File: src/rtl/codec_capture_conditioner.sv
// Captures one ADC sample per codec frame (rising edge of New_Frame) into a small FIFO
// with a sticky overflow flag and a combinational head-of-queue output.
module codec_capture_conditioner #(
  parameter int unsigned WIDTH = 16,
  parameter int unsigned DEPTH = 4
) (
  input  logic                       clk,
  input  logic                       reset,
  input  logic                       New_Frame,
  input  logic [WIDTH-1:0]           adc_sample_in,
  input  logic                       sample_ready,
  input  logic                       clear_overflow,
  output logic [WIDTH-1:0]           sample_out,
  output logic                       sample_valid,
  output logic [$clog2(DEPTH):0]     fifo_count,
  output logic                       overflow
);

  localparam int unsigned AW = $clog2(DEPTH);
  localparam int unsigned CW = AW + 1;
  localparam logic [CW-1:0] FullCount = CW'(DEPTH);

  logic [WIDTH-1:0] mem_q [DEPTH];
  logic [AW-1:0]    wr_ptr_q, wr_ptr_d;
  logic [AW-1:0]    rd_ptr_q, rd_ptr_d;
  logic [CW-1:0]    count_q, count_d;
  logic             overflow_q, overflow_d;
  logic             prev_frame_q;

  logic capture, full, pop, push;

  always_comb begin
    capture      = New_Frame && !prev_frame_q;
    full         = (count_q == FullCount);
    sample_valid = (count_q != '0);
    pop          = sample_valid && sample_ready;
    // A pop in the same cycle frees a slot, so a full FIFO can still accept.
    push         = capture && (!full || pop);

    wr_ptr_d   = push ? wr_ptr_q + 1'b1 : wr_ptr_q;
    rd_ptr_d   = pop  ? rd_ptr_q + 1'b1 : rd_ptr_q;
    count_d    = count_q;
    if (push && !pop) begin
      count_d = count_q + 1'b1;
    end else if (pop && !push) begin
      count_d = count_q - 1'b1;
    end

    // Set wins over clear.
    overflow_d = overflow_q;
    if (capture && full && !pop) begin
      overflow_d = 1'b1;
    end else if (clear_overflow) begin
      overflow_d = 1'b0;
    end
  end

  always_ff @(posedge clk or negedge reset) begin
    if (!reset) begin
      wr_ptr_q     <= '0;
      rd_ptr_q     <= '0;
      count_q      <= '0;
      overflow_q   <= 1'b0;
      prev_frame_q <= 1'b1;
    end else begin
      wr_ptr_q     <= wr_ptr_d;
      rd_ptr_q     <= rd_ptr_d;
      count_q      <= count_d;
      overflow_q   <= overflow_d;
      prev_frame_q <= New_Frame;
    end
  end

  // Storage is not reset; the count alone defines which entries are live.
  always_ff @(posedge clk) begin
    if (push) begin
      mem_q[wr_ptr_q] <= adc_sample_in;
    end
  end

  assign sample_out = sample_valid ? mem_q[rd_ptr_q] : '0;
  assign fifo_count = count_q;
  assign overflow   = overflow_q;

endmodule

File: config.mk
export PLATFORM = sky130hd
export DESIGN_NAME = codec_capture_conditioner
export DESIGN_NICKNAME = d
export VERILOG_FILES = /design/src/rtl/codec_capture_conditioner.sv
export SDC_FILE = /design/constraint.sdc
export NUM_CORES = 1
export LEC_CHECK = 0
export ABC_AREA = 1
export CAP_MARGIN = 20
export CORE_UTILIZATION = 45
export CTS_CLUSTER_SIZE = 14
export DETAILED_ROUTE_END_ITERATION = 6
export PLACE_DENSITY = 0.67
export SYNTH_ARGS = -nofsm -noshare
export SYNTH_HDL_FRONTEND = slang
export SYNTH_SLANG_ARGS = --single-unit
File: constraint.sdc
create_clock -name clk -period 3.75 [get_ports clk]
set_input_delay 0.5625 -clock clk [delete_from_list [all_inputs] [get_ports clk]]
set_output_delay 0.5625 -clock clk [all_outputs]
set_load 0.01 [all_outputs]
==> results_dict.tcl <==
set metrics [dict create \
    p_sw_uw 954 \
    p_leak_nw 1.75 \
    power_density_mw_per_mm2 701 \
    cts-resized-gates 0 \
    seqPwrFrac 0.383 \
    total_power_mw 2.77 \
    syn-num-nets 344 \
    rows 30 \
    grt_pass1_wl_microns 9720 \
    intPower_mw 1.82 \
    peakVddDrop_v 0.000335 \
    grtUsageTotal 0.176 \
    worst_clock_skew_ns 0.00931 \
    cts_sinks 73 \
    drc_errors 0 \
    netlist_instances 317 \
    grt_start_max_net_pins 34 \
    cts_hold_buffers 0 \
    cp_num_buf_inv 2 \
    multiInputGateArea_sq_um 737 \
    end_kind "output port" \
    syn_area_per_cell_sq_um 10.4 \
    vias 2115 \
    comb_power_share 0.406 \
    fmax_ghz 0.368 \
    first_pass_iters 4 \
    final.min_clock_period_ns 2.71 \
    hold_viol 0 \
    wirelength_microns 5850 \
    cts_tree "done" \
    final_nets 391 \
    cts_root_buf "clkbuf_8" \
    ant_nets 0 \
    cts_setup_buffers 0 \
    pwr-share-clk 0.211 \
    drv_slew 0 \
    critical_path.slowest_cell "dfrtp_1" \
    ys_seq_area_frac 0.653 \
    regArea_sq_mm 0.00215 \
    drt-initial-drc-count 106 \
    grt_overflow 0 \
    cp_max_fo 33 \
    cts.path.max_buffers 2 \
    num_io_pins 42 \
    antenna_found_initial 0 \
    vias_per_cell 4.55 \
    dpl.hpwl_microns 3800 \
    diodes 0 \
    setup_viol 0 \
    portBuffers 41 \
    core-area_sq_mm 0.00694 \
    worstPathCellList "inv_4 -> nand2_1 -> nand3_1 -> a21oi_1 -> clkdlybuf4s50_1" \
    fin_setup_tns_ns 0 \
    die_h_microns 87.5 \
    clk_pin_slew_worst_paths_ns 0.07 \
    status "completed" \
    ys_types 23 \
    hp-class "in -> async" \
    worstPathRequired_ns 3.19 \
    path_delay_family "buffers and inverters" \
    die_area_sq_mm 0.00765 \
    ys_seq_elements 73 \
    area.growth.synth_to_final_pct 20.4 \
    die_x_microns 87.5 \
    start_util 0.474 \
    cp.arrival_ns 2.15 \
    rsz0062_at_grt "false" \
    avgRoutedWirePerCell_microns 12.6 \
    cts_buffers 9 \
    criticalPathCategory "reg -> out" \
    drive_above_1_share 0.0786 \
    synth_area_sq_mm 0.00329 \
    startpoint_type "flip-flop" \
    cpPeakStageDelay_ns 0.62 \
    htreeDepth 3 \
    fillerInstances 579 \
    drv_cap 0 \
    place_congestion 0.713 \
    yosys_warnings 0 \
    tightestPinTransition_ns 0.720 \
    maxSlewHeadroom 0.518 \
    post-route-period-util 0.724 \
    grt_pass1_vias 2095 \
    p_sw_frac 0.344 \
    clock_latency_ns 0.34 \
]
final cells by class:
class	count	share of cell area
clock buffers	12	0.0367
flip-flops and latches	73	0.543
inverters	81	0.0777
clock inverters	4	0.0114
repair buffers	47	0.115
well taps	96	0.0303
multi-input cells	152	0.186
cells in the final DEF, fill, tap and decap left out, types with 2 or more instances in the layout:
| master | netlist | final |
|---|---|---|
| clkbuf_8 | 0 | 10 |
| a21oi_1 | 16 | 16 |
| nand2_1 | 79 | 79 |
| clkdlybuf4s50_1 | 0 | 41 |
| inv_1 | 77 | 77 |
| clkinv_2 | 1 | 4 |
| edfxtp_1 | 64 | 64 |
| buf_4 | 1 | 6 |
| nand3_1 | 36 | 36 |
| xnor2_1 | 2 | 2 |
| clkbuf_1 | 0 | 2 |
| o21ai_0 | 2 | 2 |
| nand4_1 | 2 | 2 |
| dfrtp_1 | 8 | 8 |
| ha_1 | 5 | 5 |
| nor2_1 | 5 | 5 |
| inv_2 | 2 | 2 |
metal layers:
layer	GRT usage	vias up	wire, microns	part of all wire
met5	0	-	0	0
met4	0.0909	0	110	0.019
met3	0.0351	12	161	0.028
met2	0.300	41	2980	0.51
met1	0.213	975	2610	0.45
li1	-	1087	-	-
Yosys cell counts, drive strengths merged:
| master | n | area [sq um] |
|---|---|---|
| fa | 1 | 20.0 |
| clkinv | 1 | 5.00 |
| edfxtp | 64 | 1920 |
| o21ai | 2 | 10.0 |
| nand2 | 81 | 314 |
| ha | 5 | 62.6 |
| nand3 | 37 | 190 |
| nor2 | 6 | 30.0 |
| xnor2 | 2 | 17.5 |
| a21oi | 16 | 80.1 |
| buf | 11 | 95.1 |
| dfrtp | 8 | 200 |
| dfstp | 1 | 26.3 |
| inv | 80 | 303 |
| nand4 | 2 | 12.5 |
stage by stage:
| stage | instances | hold WS (ns) | util | area (sq um) | setup slack (ns) |
|---|---|---|---|---|---|
| after floorplan | 317 | 0.267 | - | 3290 | 1.74 |
| after global placement | 449 | 0.536 | 0.543 | 3770 | 1.14 |
| after detailed placement | 449 | 0.525 | 0.543 | 3770 | 1.11 |
| after CTS | 465 | 0.526 | 0.570 | 3960 | 1.01 |
| after global routing | 465 | 0.538 | 0.570 | 3960 | 0.852 |
| final | 465 | 0.526 | 0.570 | 3960 | 1.04 |
worst register-to-register path, stage by stage (launching register included):
cell	delay (ns)
dfrtp_1	0.47
nor2_4	0.09
nand3_2	0.09
nand2_2	0.10
nor2_1	0.57
buf_4	0.32
state kept, by name, summed over array words and instances, names as in the netlist:
name and cells:
prev_frame_q 1, mem_q 64, fifo_count 3, overflow 1
wr_ptr_q 2, rd_ptr_q 2
logic make-up (layout without fill, tap and decap cells):
kind of cell | after synthesis | after routing | share of synthesized area
XOR/XNOR | 2 | 2 | 0.00533
buffers and inverters | 92 | 144 | 0.123
adder cells (fa/ha/maj) | 6 | 6 | 0.0251
flip-flops | 73 | 73 | 0.653
AO/OA/AOI/OAI | 18 | 18 | 0.0274
AND/OR/NAND/NOR | 126 | 126 | 0.166
final timing paths:
kind / startpoint / endpoint / slack (ns) / depth (start not counted)
setup / recovery: rd_ptr_q[0]$_DFFE_PN0N_ / sample_out[6] / 1.04 / 5
hold / removal: reset / fifo_count[2]$_DFFE_PN0P_ / 0.53 / 1
setup reg to reg: fifo_count[0]$_DFFE_PN0P_ / mem_q[2][7]$_DFFE_PP_ / 1.83 / 5
hold reg to reg: overflow$_DFFE_PN0P_ / overflow$_DFFE_PN0P_ / 0.53 / 2
max in group asynchronous: reset / prev_frame_q$_DFF_PN1_ / 2.90 / 1
min in group clk: overflow$_DFFE_PN0P_ / overflow$_DFFE_PN0P_ / 0.53 / 2
power by group through the flow:
| stage | clock network [mW] | logic [mW] | registers (mW) |
|---|---|---|---|
| 2_1_floorplan | 0 | 0.714 | 1.06 |
| 3_3_place_gp | 0 | 1.13 | 1.08 |
| 3_5_place_dp | 0 | 1.14 | 1.08 |
| 4_1_cts | 0.599 | 1.15 | 1.06 |
| 5_1_grt | 0.636 | 1.25 | 1.08 |
| 6_report | 0.586 | 1.12 | 1.06 |
No activity file was read; power rests on OpenSTA's default activity.
